### src/rtl/txrx_pkg.sv
// Shared types and constants for the framed character receiver.
// Optional build macro: TXRX_PRINTABLE_FILTER_EN (drops control characters inside a frame).
package txrx_pkg;

  localparam int CHAR_W = 7;
  localparam logic [CHAR_W-1:0] START_CHAR = 7'h00;
  localparam logic [CHAR_W-1:0] STOP_CHAR  = 7'h7F;

  typedef enum logic [0:0] {
    IDLE   = 1'b0,
    ACTIVE = 1'b1
  } state_t;

  // True for control characters that the printable filter removes (LF and CR are kept).
  function automatic logic is_filtered_ctrl(input logic [CHAR_W-1:0] c);
    return (c >= 7'h01) && (c <= 7'h1F) && (c != 7'h0A) && (c != 7'h0D);
  endfunction

endpackage

### src/rtl/txrx_if.sv
// Character bus: CPU-side tx input plus the valid/ready output stream.
interface txrx_if;
  logic [txrx_pkg::CHAR_W-1:0] tx;
  logic [txrx_pkg::CHAR_W-1:0] out_data;
  logic                        out_valid;
  logic                        out_ready;

  modport master (output tx, output out_ready, input out_data, input out_valid);
  modport slave  (input tx, input out_ready, output out_data, output out_valid);
endinterface

### src/rtl/txrx_fifo.sv
// Synchronous FIFO with a registered head word; pointers carry an extra wrap bit
// so full and empty can be told apart.
module txrx_fifo
  import txrx_pkg::*;
#(
  parameter int DEPTH = 16,
  parameter int WIDTH = CHAR_W
) (
  input  logic             clk,
  input  logic             reset,
  input  logic             push,
  input  logic [WIDTH-1:0] wdata,
  input  logic             pop,
  output logic [WIDTH-1:0] rdata,
  output logic             full,
  output logic             empty
);

  localparam int AW = (DEPTH > 1) ? $clog2(DEPTH) : 1;

  logic [WIDTH-1:0] mem [DEPTH];
  logic [AW:0]      wr_ptr;
  logic [AW:0]      rd_ptr;
  logic [AW:0]      rd_next;
  logic             do_pop;
  logic             do_push;

  assign empty   = (wr_ptr == rd_ptr);
  assign full    = (wr_ptr[AW] != rd_ptr[AW]) && (wr_ptr[AW-1:0] == rd_ptr[AW-1:0]);
  assign do_pop  = pop && !empty;
  // A full FIFO still accepts a push when the head leaves on the same edge.
  assign do_push = push && (!full || do_pop);

  // Read pointer after this edge's pop, used to pick the next head word.
  always_comb begin
    rd_next = rd_ptr;
    if (do_pop) begin
      rd_next = rd_ptr + {{AW{1'b0}}, 1'b1};
    end else begin
      rd_next = rd_ptr;
    end
  end

  // Storage array write port.
  always_ff @(posedge clk) begin
    if (do_push) begin
      mem[wr_ptr[AW-1:0]] <= wdata;
    end
  end

  // Pointer update; reset empties the FIFO.
  always_ff @(posedge clk) begin
    if (reset) begin
      wr_ptr <= '0;
      rd_ptr <= '0;
    end else begin
      rd_ptr <= rd_next;
      if (do_push) begin
        wr_ptr <= wr_ptr + {{AW{1'b0}}, 1'b1};
      end else begin
        wr_ptr <= wr_ptr;
      end
    end
  end

  // Head register: next stored entry, else the word pushed into an empty FIFO, else hold.
  always_ff @(posedge clk) begin
    if (reset) begin
      rdata <= '0;
    end else if (rd_next != wr_ptr) begin
      rdata <= mem[rd_next[AW-1:0]];
    end else if (do_push) begin
      rdata <= wdata;
    end else begin
      rdata <= rdata;
    end
  end

endmodule

### src/rtl/tx_frame_rx.sv
// Framed character receiver: start/stop marker FSM, character counter and
// sticky overflow around a txrx_fifo buffer.
// Optional build macro: TXRX_PRINTABLE_FILTER_EN.
module tx_frame_rx
  import txrx_pkg::*;
#(
  parameter int DEPTH = 16,
  parameter int CNT_W = 8
) (
  input  logic             clk,
  input  logic             reset,
  txrx_if.slave            bus,
  output logic             frame_active,
  output logic             frame_done,
  output logic             overflow,
  output logic [CNT_W-1:0] char_count
);

  state_t state_q;
  state_t state_d;
  logic   push_req;
  logic   push_ok;
  logic   done_d;
  logic   clear_cnt;
  logic   is_char;
  logic   fifo_full;
  logic   fifo_empty;

`ifdef TXRX_PRINTABLE_FILTER_EN
  assign is_char = !is_filtered_ctrl(bus.tx);
`else
  assign is_char = 1'b1;
`endif

  // Next state and per-cycle control decode.
  always_comb begin
    state_d   = state_q;
    push_req  = 1'b0;
    done_d    = 1'b0;
    clear_cnt = 1'b0;
    case (state_q)
      IDLE: begin
        if (bus.tx == START_CHAR) begin
          state_d   = ACTIVE;
          clear_cnt = 1'b1;
        end else begin
          state_d = IDLE;
        end
      end
      ACTIVE: begin
        if (bus.tx == STOP_CHAR) begin
          state_d = IDLE;
          done_d  = 1'b1;
        end else if (bus.tx == START_CHAR) begin
          state_d = ACTIVE;
        end else begin
          push_req = is_char;
        end
      end
      default: begin
        state_d = IDLE;
      end
    endcase
  end

  // Full FIFO still takes the character when the consumer pops this cycle.
  assign push_ok = push_req && (!fifo_full || bus.out_ready);

  // FSM state and registered status outputs.
  always_ff @(posedge clk) begin
    if (reset) begin
      state_q      <= IDLE;
      frame_active <= 1'b0;
      frame_done   <= 1'b0;
      overflow     <= 1'b0;
    end else begin
      state_q      <= state_d;
      frame_active <= (state_d == ACTIVE);
      frame_done   <= done_d;
      overflow     <= overflow || (push_req && !push_ok);
    end
  end

  // Accepted-character counter: cleared on start marker, saturating.
  always_ff @(posedge clk) begin
    if (reset) begin
      char_count <= '0;
    end else if (clear_cnt) begin
      char_count <= '0;
    end else if (push_ok && (char_count != {CNT_W{1'b1}})) begin
      char_count <= char_count + {{(CNT_W-1){1'b0}}, 1'b1};
    end else begin
      char_count <= char_count;
    end
  end

  txrx_fifo #(
    .DEPTH (DEPTH),
    .WIDTH (CHAR_W)
  ) u_fifo (
    .clk   (clk),
    .reset (reset),
    .push  (push_ok),
    .wdata (bus.tx),
    .pop   (bus.out_ready),
    .rdata (bus.out_data),
    .full  (fifo_full),
    .empty (fifo_empty)
  );

  assign bus.out_valid = !fifo_empty;

endmodule

### src/flat_wrapper.sv
// flat-port wrapper written by rule: the top's interface ports become plain ports
module tx_frame_rx_flat import txrx_pkg::*;
#(
  parameter int DEPTH = 16,
  parameter int CNT_W = 8
)
  (clk, reset, frame_active, frame_done, overflow, char_count, bus_tx, bus_out_ready, bus_out_data, bus_out_valid);
  txrx_if bus_i ();
  input  logic clk;
  input  logic reset;
  output logic frame_active;
  output logic frame_done;
  output logic overflow;
  output logic [CNT_W-1:0] char_count;
  input wire logic [$bits(bus_i.tx)-1:0] bus_tx;
  input wire logic [$bits(bus_i.out_ready)-1:0] bus_out_ready;
  output wire logic [$bits(bus_i.out_data)-1:0] bus_out_data;
  output wire logic [$bits(bus_i.out_valid)-1:0] bus_out_valid;
  assign bus_i.tx = bus_tx;
  assign bus_i.out_ready = bus_out_ready;
  assign bus_out_data = bus_i.out_data;
  assign bus_out_valid = bus_i.out_valid;
  tx_frame_rx #(.DEPTH(DEPTH), .CNT_W(CNT_W)) u_core (.clk(clk), .reset(reset), .bus(bus_i), .frame_active(frame_active), .frame_done(frame_done), .overflow(overflow), .char_count(char_count));
endmodule
### config.mk
export PLATFORM = sky130hd
export DESIGN_NAME = tx_frame_rx_flat
export DESIGN_NICKNAME = d
export VERILOG_FILES = /design/src/rtl/txrx_pkg.sv /design/src/rtl/txrx_if.sv /design/src/rtl/txrx_fifo.sv /design/src/rtl/tx_frame_rx.sv /design/src/flat_wrapper.sv
export SDC_FILE = /design/constraint.sdc
export NUM_CORES = 1
export LEC_CHECK = 0
export ABC_AREA = 1
export BUFFER_PORTS_ARGS = -buffer_cell sky130_fd_sc_hd__clkbuf_2
export CAP_MARGIN = 20
export CORE_ASPECT_RATIO = 1.1
export CORE_MARGIN = 10
export CORE_UTILIZATION = 40
export DETAILED_ROUTE_END_ITERATION = 8
export PLACE_DENSITY = 0.57
export SLEW_MARGIN = 20
export SYNTH_ARGS = -nofsm -noshare
export SYNTH_HDL_FRONTEND = slang
export SYNTH_SLANG_ARGS = --single-unit
export TNS_END_PERCENT = 50
### constraint.sdc
create_clock -name clk -period 7.04 [get_ports clk]
set_input_delay 0.352 -clock clk [delete_from_list [all_inputs] [get_ports clk]]
set_output_delay 0.352 -clock clk [all_outputs]
set_load 0.02 [all_outputs]
======== Word-level counts from Yosys, hierarchy flattened ========
Memories as Yosys holds them, arrays and structs flattened.
Index checks and enable logic that the tools add are counted.
storage, ports and cells
  flip-flop bits (word level) ............. 28
  memory bits (writable) .................. 112
  input bits .............................. 10
  logic and storage cells ................. 47
  memories kept ........................... 1
  output and inout bits ................... 19
memory list
  name               words  bits a word  read ports  clocked after memory_dff  write ports  line             source
  u_core.u_fifo.mem  16     7            1           0                         1            txrx_fifo.sv:21  logic [WIDTH-1:0] mem [DEPTH];
operators by class
  eq/ne operators ......................... 6
  reductions and logical operators ........ 16
  mux-type cells .......................... 13
  bitwise gates (word level) .............. 1
  add/sub/neg operators ................... 3
operators by type and width
  kind                 count
  $mux 7               2
  $add 5x1->5 const B  2
  $mux 1               9
  $add 8x1->8 const B  1
  $ne 8x8->1 const B   1
  $eq 7x7->1 const B   1
  $logic_not 7->1      1
  $logic_and 1x1->1    6
  $eq 5x5->1           1
  $mux 5               1
  $ne 5x5->1           1
  $eq 4x4->1           1
  $reduce_or 2->1      2
  $logic_not 1->1      3
  $logic_or 1x1->1     3
  $pmux 1 s2           1
  $reduce_bool 2->1    1
  $ne 1x1->1           1
  $not 1->1            1

======== Logic depth before layout (Yosys ltp) ========
Gate-level depths: netlist of the first run.
  word-level depth ........................ 8
  mapped depth ............................ 19

======== By module ========
From an unflattened synthesis of the first run, not the netlist that was laid out.
unflattened totals
  cells, all modules ...................... 738
  area total of the unflattened synthesis .. 6,756.5 um2
by module, submodules not included
  module       sequential area each (um2)  area each (um2)  cells an instance  times used
  txrx_fifo    3,703.6                     6,034.5          621                1
  tx_frame_rx  220.2                       721.9            117                1

======== Worst setup path after synthesis of the first run ========
OpenSTA, ideal clock, no wires.
  path type ............................... reg2reg
  start point ............................. register u_core.u_fifo.wr_ptr[4]
  end point ............................... memory u_core.u_fifo.mem[10][0] (netlist bit), enable pin
  period minus slack after synthesis ...... 2.266 ns
  path buffers ............................ 1
  data arrival time ....................... 1.906 ns
  stages on the path, launching flop included .. 9
  library setup time ...................... 0.360 ns
  data required time ...................... 6.680 ns
  slack ................................... 4.774 ns
  cells stage by stage .................... dfxtp_1 xnor2_1 nor2_1 nand3_1 nand2_1 inv_1 clkbuf_1 nand2_1 nor2_1
on the way
  cells in the longest elaborated chain, start to end .. 8
  elaborated cells on any way between the ends .. 12
ends and longest elaborated chain
  element                                             line             source
  start: declaration                                  txrx_fifo.sv:22  logic [AW:0] wr_ptr;
  start signal: assignment                            txrx_fifo.sv:59  wr_ptr <= wr_ptr + {{AW{1'b0}}, 1'b1};
  start signal: assignment                            txrx_fifo.sv:61  wr_ptr <= wr_ptr;
  branches (longest 5 deep; another with $eq 5x5->1)  n/a
  $logic_and 1x1->1 (*)                               txrx_fifo.sv:32  assign do_push = push && (!full || do_pop);
  $mux 1 (*)                                          txrx_fifo.sv:46  if (do_push) begin
  $mux 1 (implied by the code) (*)                    txrx_fifo.sv:47  mem[wr_ptr[AW-1:0]] <= wdata;
  end: declaration                                    txrx_fifo.sv:21
Mark *: on every way between the ends.

======== Final worst setup path of the first run ========
  start point ............................. register u_core.u_fifo.wr_ptr[3]
  end point ............................... register u_core.u_fifo.rdata[3]
on the way
  cells in the longest elaborated chain, start to end .. 7
  elaborated cells on any way between the ends .. 15
ends and longest elaborated chain
  element                                               line             source
  branches (longest 7 deep; another with $mem_v2 16x7)  n/a
  end signal: assignment                                txrx_fifo.sv:71  rdata <= mem[rd_next[AW-1:0]];
  end signal: assignment                                txrx_fifo.sv:73  rdata <= wdata;
  end signal: assignment                                txrx_fifo.sv:75  rdata <= rdata;
  end: declaration                                      txrx_fifo.sv:14  output logic [WIDTH-1:0] rdata,
Parallel ways; which one is timed is not known.
A chain may end at the register's enable or synchronous reset.

==> flow_metrics.tcl, run 1 <==
set metrics [dict create \
    htreeDepth 4 \
    regArea_um2 3920 \
    clk_pin_slew_ps 60 \
    hpwl_um 10500 \
    die_w_um 140 \
    fp-row-count 48 \
    avgSynthCellArea_um2 10.0 \
    crit_chain "inv_2 > nand2_1 > nand2_1 > nor2_2 > nand3_4 > nand2_4 > nand2_2 > nand2_2 > buf_4 > o21ai_0 > o211ai_1 > nand3_1 > nand3_1 > nand2_1 > inv_1" \
    final.min_clock_period_ps 3690 \
    multiInputGateArea_um2 1920 \
    antenna_found_initial 0 \
    drtIter0Drc 384 \
    dp_slack_ps 3430 \
    hold_class "in2reg" \
    slew_headroom 0.441 \
    drv_cap 0 \
    fin_nets 672 \
    cp-start-kind "flip-flop" \
    synth-xor-area-share 0.0112 \
    track_usage 0.153 \
    yosysTopAreaCell "edfxtp_1" \
    vdd_drop_max_mv 0.219 \
    cpMaxStageDelayCell "nand2_2" \
    crit_path_max_incr_delay_ps 570 \
    layout_commonest_cell "edfxtp_1" \
    hold_start "reset" \
    cp_data_required_time_ps 7420 \
    hold_ws_ps 348 \
    setup_violations 0 \
    area_growth_syn_to_layout_pct 15.2 \
    dieArea_um2 21300 \
    ys_warn_count 0 \
    tns_ps 0 \
    fp.coreArea_um2 15600 \
    numCtsBuffers 17 \
    routabilityCongestion 0.888 \
    synth_cells 631 \
    num_vias 4604 \
    synth_nets 647 \
    ys_ff_latch 140 \
    yosysSeqAreaShare 0.619 \
    nFillCells 1509 \
    worst_pin_slew_ps 835 \
    rsz0062_at_grt "no" \
    syn_area_um2 6340 \
    drt_wl_total_um 16000 \
    drv_slew 0 \
    post_cts_buffers 0 \
    drc_errors 0 \
    ctsHoldBuffers 0 \
    status "finished, final reports clean" \
    routedWlPerCell_um 18.4 \
    regToRegStartpoint "u_core.u_fifo.wr_ptr[3]$_SDFFE_PP0P_" \
    endpoint_kind "flip-flop" \
    grt_overflow 0 \
    layout-drive-gt1-share 0.124 \
    grt_pass1_vias 4646 \
    cts_tree "built" \
    synth.mux.area_fraction 0 \
    clk_latency_ps 430 \
    yosysTopAreaCellShare 0.530 \
    crit_path_start "u_core.u_fifo.wr_ptr[3]$_SDFFE_PP0P_" \
    power_leakage_nw 2.84 \
    synth-simple-area-share 0.189 \
    n_antenna_cell 0 \
    drtPass1Iterations 4 \
    synth_top_family_by_area "simple AND/OR/NAND/NOR gates" \
    worst_slack_ps 3350 \
    via_per_inst 5.30 \
    worstSetupPathType "reg2reg" \
    start_util 0.406 \
    synth.area.top_cells "edfxtp_1 53%, dfxtp_1 8.8%, nand3_1 6.4%" \
    hold_violations 0 \
    critPathArrivalTime_ps 4070 \
    worstPathMaxFanout 53 \
    die_height_um 152 \
    synthAdderAreaFrac 0.0118 \
    fin_crit_sh 0.524 \
    io_buffers 28 \
    layout_common_cells "112 x edfxtp_1, 104 x nand2_1, 96 x inv_1, 81 x nand3_1, 36 x nor2_1" \
    synth_compound_area_frac 0.0904 \
    post_cts_resized 0 \
    yosys.cell_types.count 34 \
    cts_buffer_depth 2 \
    grt_max_degree 54 \
    fin_skew_ps 9.59 \
    drtAntennaViolNets 0 \
    power_per_cell_area_nw_per_um2 433 \
    max_freq_ghz 0.271 \
    cts.sinks 140 \
    io_pins 29 \
    cp_common_cell "nand2_1" \
    cts_root_buffer "clkbuf_16" \
    grt_pass1_wl_um 25700 \
]
kinds of logic (layout without fill, tap and decap cells):
kind of cell,count (synthesis),in the layout
and+or+nand+nor,258,258
buffers and inverters,126,164
DFF,140,140
xor gates and xnor gates,6,6
adders and majority gates,6,6
AOI/OAI and AO/OA,95,95
power by group:
| group | switching (W) | internal, W |
|---|---|---|
| combinational | 0.000827 | 0.000371 |
| sequential | 0.0000273 | 0.000920 |
| clock | 0.000350 | 0.000665 |
through the flow:
step	total power, W	utilization	area [um2]	cells
4_1_cts	0.00317	0.468	7310	869
2_1_floorplan	0.00187	-	6340	631
6_report	0.00316	0.468	7310	869
3_5_place_dp	0.00215	0.425	6640	837
3_3_place_gp	0.00215	0.425	6640	837
5_1_grt	0.00335	0.468	7310	869
registers in the layout, indices dropped and copies added, names as in the netlist:
register / flops
u_core.char_count: 8
u_core.u_fifo.mem: 112
u_core.overflow: 1
u_core.u_fifo.rdata: 7
u_core.frame_done: 1
u_core.u_fifo.rd_ptr: 5
u_core.u_fifo.wr_ptr: 5
u_core.frame_active: 1
cell usage after synthesis (all sizes together):
cell type and count:
buf 11, nor4 2, nand2 109, nand3 83
o21ai 30, inv 102, xor2 4, nand4 3
nor3 9, or2 1, o211ai 27, edfxtp 112
a21oi 35, nand3b 12, ha 6, dfxtp 28
clkbuf 13, xnor2 2, nor2 39, o21a 2
a211oi 1
worst max-delay path: cells and delay by family (launching register included):
kind,cells,cell delay [ps]
flops,1,560
compound gates,2,370
buf+inv,3,690
simple gates,10,1980
routing by layer:
metal,vias to the layer above,global-route usage,part of all wire
met1,2238,0.190,0.45
li1,2196,-,-
met3,38,0.0405,0.050
met4,0,0.0709,0.031
met2,132,0.243,0.47
met5,-,0,0
final timing paths:
check / cells past startpoint / slack, ps / endpoint
worst max-delay path: 15 / 3350 / u_core.u_fifo.rdata[3]$_SDFFE_PP0P_
worst min-delay path: 2 / 350 / u_core.u_fifo.rdata[2]$_SDFFE_PP0P_
worst max register to register: 15 / 3350 / u_core.u_fifo.rdata[3]$_SDFFE_PP0P_
worst min register to register: 2 / 480 / u_core.overflow$_SDFF_PP0_
final cells by class:
type / instances / share of cell area
clock buffers: 18 / 0.0587
clock inverters: 14 / 0.0331
well taps: 200 / 0.0343
multi-input cells: 365 / 0.263
repair buffers: 30 / 0.0212
inverters: 102 / 0.0527
flip-flops and latches: 140 / 0.537
Power figures use the tool's default switching activity.
==> inputs of run 2 (changes only) <==
- PLACE_DENSITY: 0.57 -> 0.59
- clock period: 7.04 -> 3.2 ns (I/O delays scaled with it)
==> run 2 against run 1 <==
Maximum frequency grew 30%. Total power grew 120%. Register-to-register slack lost 3000 ps. Final cell count grew 1.5%. Sequential share of layout area shrank 0.34 points. Routed wire length grew 3.1%. Clock power grew 99%. Die area is the same. Sequential power grew 120%. Critical path depth shrank 7. Flip-flop and latch count is the same.
==> flow_metrics.tcl, run 2 (synthesis results as in run 1) <==
set metrics [dict create \
    cp_data_required_time_ps 3250 \
    fin_skew_ps 12.5 \
    vdd_drop_max_mv 0.774 \
    post_cts_resized 0 \
    clk_latency_ps 430 \
    track_usage 0.158 \
    antenna_found_initial 0 \
    hold_class "in2reg" \
    via_per_inst 5.24 \
    drtIter0Drc 352 \
    fin_nets 685 \
    drv_slew 0 \
    n_antenna_cell 0 \
    rsz0062_at_grt "no" \
    power_per_cell_area_nw_per_um2 936 \
    routabilityCongestion 0.884 \
    worst_slack_ps 362 \
    start_util 0.406 \
    worstSetupPathType "reg2reg" \
    io_pins 29 \
    dieArea_um2 21300 \
    max_freq_ghz 0.352 \
    die_w_um 140 \
    ctsHoldBuffers 0 \
    grt_max_degree 78 \
    cts_root_buffer "clkbuf_16" \
    fin_util 0.471 \
    grt_pass1_vias 4776 \
    worst_pin_slew_ps 729 \
    setup_violations 0 \
    tns_ps 0 \
    final.min_clock_period_ps 2840 \
    drtPass1Iterations 5 \
    cts.sinks 140 \
    layout_commonest_cell "edfxtp_1" \
    die_height_um 152 \
    clk_pin_slew_ps 60 \
    fp-row-count 48 \
    fp.coreArea_um2 15600 \
    endpoint_kind "flip-flop" \
    layout_common_cells "112 x edfxtp_1, 104 x nand2_1, 96 x inv_1, 81 x nand3_1, 36 x nor2_1" \
    cts_buffer_depth 2 \
    cp-start-kind "flip-flop" \
    io_buffers 28 \
    drc_errors 0 \
    area_growth_syn_to_layout_pct 15.9 \
    post_cts_buffers 0 \
    dp_slack_ps 375 \
    layout-drive-gt1-share 0.133 \
    drv_cap 0 \
    drt_wl_total_um 16500 \
    worstPathMaxFanout 13 \
    drtAntennaViolNets 0 \
    htreeDepth 4 \
    slew_headroom 0.512 \
    num_vias 4618 \
    status "finished, final reports clean" \
    final_area_um2 7350 \
    largest_register_ffs 112 \
    grt_pass1_wl_um 26200 \
    fin_crit_sh 0.887 \
    grt_overflow 0 \
    power_leakage_nw 2.89 \
    hpwl_um 11400 \
    hold_violations 0 \
    numCtsBuffers 17 \
    routedWlPerCell_um 18.7 \
    cts_tree "built" \
    dpl_cell_area_um2 6750 \
    critPathArrivalTime_ps 2890 \
]
[run 2: routing by layer]
| metal | share of wire | routed length (um) | GRT usage |
|---|---|---|---|
| met1 | 0.42 | 7010 | 0.187 |
| met2 | 0.52 | 8560 | 0.272 |
| met3 | 0.038 | 636 | 0.0327 |
| met5 | 0 | 0 | 0 |
| met4 | 0.019 | 317 | 0.0635 |
[run 2: worst max-delay path: stages (launching register included)]
cell and delay, ps:
dfxtp_1 550, nand2_1 90, nand2_1 90, nor2_2 60, nand3_1 140, nand2_1 230
inv_1 390, nand2_1 280, nor2_1 630
[run 2: per-stage QoR]
stage | power [W] | hold slack [ps] | cells
detailed placement | 0.00488 | 466 | 850
global placement | 0.00486 | 457 | 850
finish | 0.00688 | 7.64 | 882
global route | 0.00729 | 15.9 | 882
floorplan | 0.00410 | 229 | 631
CTS | 0.00689 | 21.6 | 882
[run 2: cell type report]
type	count	area, um2
fill	1458	8260
clock inverter	13	174
sequential	140	3920
multi-input combinational	365	1920
tap	200	250
timing repair buffer	43	265
inverter	102	385
clock buffer	19	433
[run 2: path summary, 6_finish.rpt]
path              cells past startpoint  slack (ps)                                 end                                  from
hold reg to reg                       2         490          u_core.overflow$_SDFF_PP0_            u_core.overflow$_SDFF_PP0_
hold / removal                        1           8   u_core.u_fifo.mem[2][3]$_DFFE_PP_                             bus_tx[3]
setup / recovery                      8         360  u_core.u_fifo.mem[13][3]$_DFFE_PP_  u_core.u_fifo.wr_ptr[3]$_SDFFE_PP0P_
setup reg to reg                      8         360  u_core.u_fifo.mem[13][3]$_DFFE_PP_  u_core.u_fifo.wr_ptr[3]$_SDFFE_PP0P_
[run 2: power by group]
part / internal (W) / switching, W
Combinational: 0.000877 / 0.00188
Clock: 0.00129 / 0.000741
Sequential: 0.00202 / 0.0000632
Total: 0.00419 / 0.00268
==> inputs of run 3 (changes only) <==
--- a/config.mk
+++ b/config.mk
@@ -15,3 +15,3 @@
 export PLACE_DENSITY = 0.59
-export SLEW_MARGIN = 20
+export SLEW_MARGIN = 40
 export SYNTH_ARGS = -nofsm -noshare
==> constraint.sdc (replaced) <==
create_clock -name clk -period 3.2 [get_ports clk]
set_input_delay 0.48 -clock clk [delete_from_list [all_inputs] [get_ports clk]]
set_output_delay 0.48 -clock clk [all_outputs]
set_load 0.02 [all_outputs]
==> run 3 against run 2 <==
Non-clock buffer count rose by 8. Die area did not move. Clock power fell by 6%. Routed wire length rose by 0.34%. Flip-flop and latch count did not move. Highest routed layer unchanged. Clock skew fell by 7.1 ps. Core utilization rose by 0.18 points. Critical endpoint is now u_core.u_fifo.rdata[5]$_SDFFE_PP0P_. Combinational power rose by 3%. Global-route usage fell by 0.18 points.
==> flow_metrics.tcl, run 3 (synthesis results as in run 1) <==
set metrics [dict create \
    status "finished, final reports clean" \
    io_buffers 28 \
    endpoint_kind "flip-flop" \
    drtIter0Drc 415 \
    num_vias 4705 \
    drtPass1Iterations 7 \
    cts_root_buffer "clkbuf_16" \
    fin_skew_ps 5.35 \
    crit_path_start "u_core.u_fifo.wr_ptr[3]$_SDFFE_PP0P_" \
    nFillCells 1450 \
    cp-start-kind "flip-flop" \
    power_per_cell_area_nw_per_um2 923 \
    rsz0062_at_grt "no" \
    dieArea_um2 21300 \
    max_freq_ghz 0.376 \
    regToRegStartpoint "u_core.u_fifo.wr_ptr[3]$_SDFFE_PP0P_" \
    power_w 0.00681 \
    track_usage 0.156 \
    clk_latency_ps 420 \
    fin_nets 693 \
    multiInputGateArea_um2 1920 \
    grt_pass1_vias 4647 \
    start_util 0.406 \
    die_height_um 152 \
    worstSetupPathType "reg2reg" \
    routabilityCongestion 0.961 \
    cts_buffer_depth 2 \
    layout_commonest_cell "edfxtp_1" \
    numCtsBuffers 17 \
    htreeDepth 4 \
    final_area_um2 7380 \
    regArea_um2 3920 \
    critPathArrivalTime_ps 3020 \
    io_pins 29 \
    drv_slew 0 \
    dpl_cell_area_um2 6820 \
    layout-drive-gt1-share 0.142 \
    area_growth_syn_to_layout_pct 16.4 \
    via_per_inst 5.29 \
    hpwl_um 11400 \
    hold_violations 0 \
    post_cts_buffers 0 \
    hold_start "bus_tx[0]" \
    worstPathMaxFanout 21 \
    cp_data_required_time_ps 3560 \
    power_leakage_nw 2.92 \
    finalNonFillerCells 889 \
    drc_errors 0 \
    n_antenna_cell 0 \
    grt_overflow 0 \
    final.min_clock_period_ps 2660 \
    setup_violations 0 \
    fp.coreArea_um2 15600 \
    largest_register_ffs 112 \
    die_w_um 140 \
    hold_class "in2reg" \
    fin_crit_sh 0.831 \
    grt_pass1_wl_um 25900 \
    slew_headroom 0.470 \
    dp_cells 858 \
    grt_max_degree 78 \
    antenna_found_initial 0 \
    fin_util 0.473 \
    fp-row-count 48 \
    clk_pin_slew_ps 60 \
    tns_ps 0 \
    worst_pin_slew_ps 792 \
    vdd_drop_max_mv 0.545 \
    drv_cap 0 \
    cts_tree "built" \
    cts.sinks 140 \
    layout_common_cells "112 x edfxtp_1, 104 x nand2_1, 96 x inv_1, 81 x nand3_1, 36 x nor2_1" \
    ctsHoldBuffers 0 \
    drtAntennaViolNets 0 \
    drt_wl_total_um 16600 \
    post_cts_resized 0 \
    routedWlPerCell_um 18.7 \
]
[run 3: critical path, stage by stage (launching register included)]
cell and delay [ps]:
dfxtp_1 540, inv_2 110, nand2_1 80, nand2_1 60, nor2_2 180, nand3_4 120
nand3_2 310, buf_4 350, a21oi_1 110, o211ai_1 260, nand3_1 170, nand3_1 180
nand2_1 80, inv_1 50
[run 3: metal layers]
metal | track usage | vias up | part of all wire
met5 | 0 | - | 0
met4 | 0.0822 | 0 | 0.036
met1 | 0.189 | 2243 | 0.41
met2 | 0.253 | 176 | 0.49
li1 | - | 2243 | -
met3 | 0.0368 | 43 | 0.063
[run 3: report_power, final]
part / total (W) / internal, W / switching [W] / leakage (nW)
clock: 0.00191 / 0.00120 / 0.000703 / 0.280
sequential: 0.00208 / 0.00202 / 0.0000576 / 1.23
combinational: 0.00283 / 0.000899 / 0.00193 / 1.41
total: 0.00681 / 0.00413 / 0.00269 / 2.92
[run 3: worst paths after layout]
kind	endpoint	slack [ps]	cells after the start
max	u_core.u_fifo.rdata[5]$_SDFFE_PP0P_	540	13
min	u_core.u_fifo.mem[2][0]$_DFFE_PP_	420	1
max reg2reg	u_core.u_fifo.rdata[5]$_SDFFE_PP0P_	540	13
min reg2reg	u_core.overflow$_SDFF_PP0_	470	2
[run 3: metrics by stage]
step / hold slack (ps) / worst slack (ps)
2_1_floorplan: 484 / 915
3_3_place_gp: 451 / 357
3_5_place_dp: 467 / 361
4_1_cts: 403 / 594
5_1_grt: 420 / 326
6_report: 417 / 541
[run 3: final cells by class]
cell class | instances | share of cell area
Sequential cell | 140 | 0.532
Multi-Input combinational cell | 365 | 0.260
Clock buffer | 20 | 0.0592
Inverter | 102 | 0.0522
Timing Repair Buffer | 51 | 0.0458
Tap cell | 200 | 0.0339
Clock inverter | 11 | 0.0171
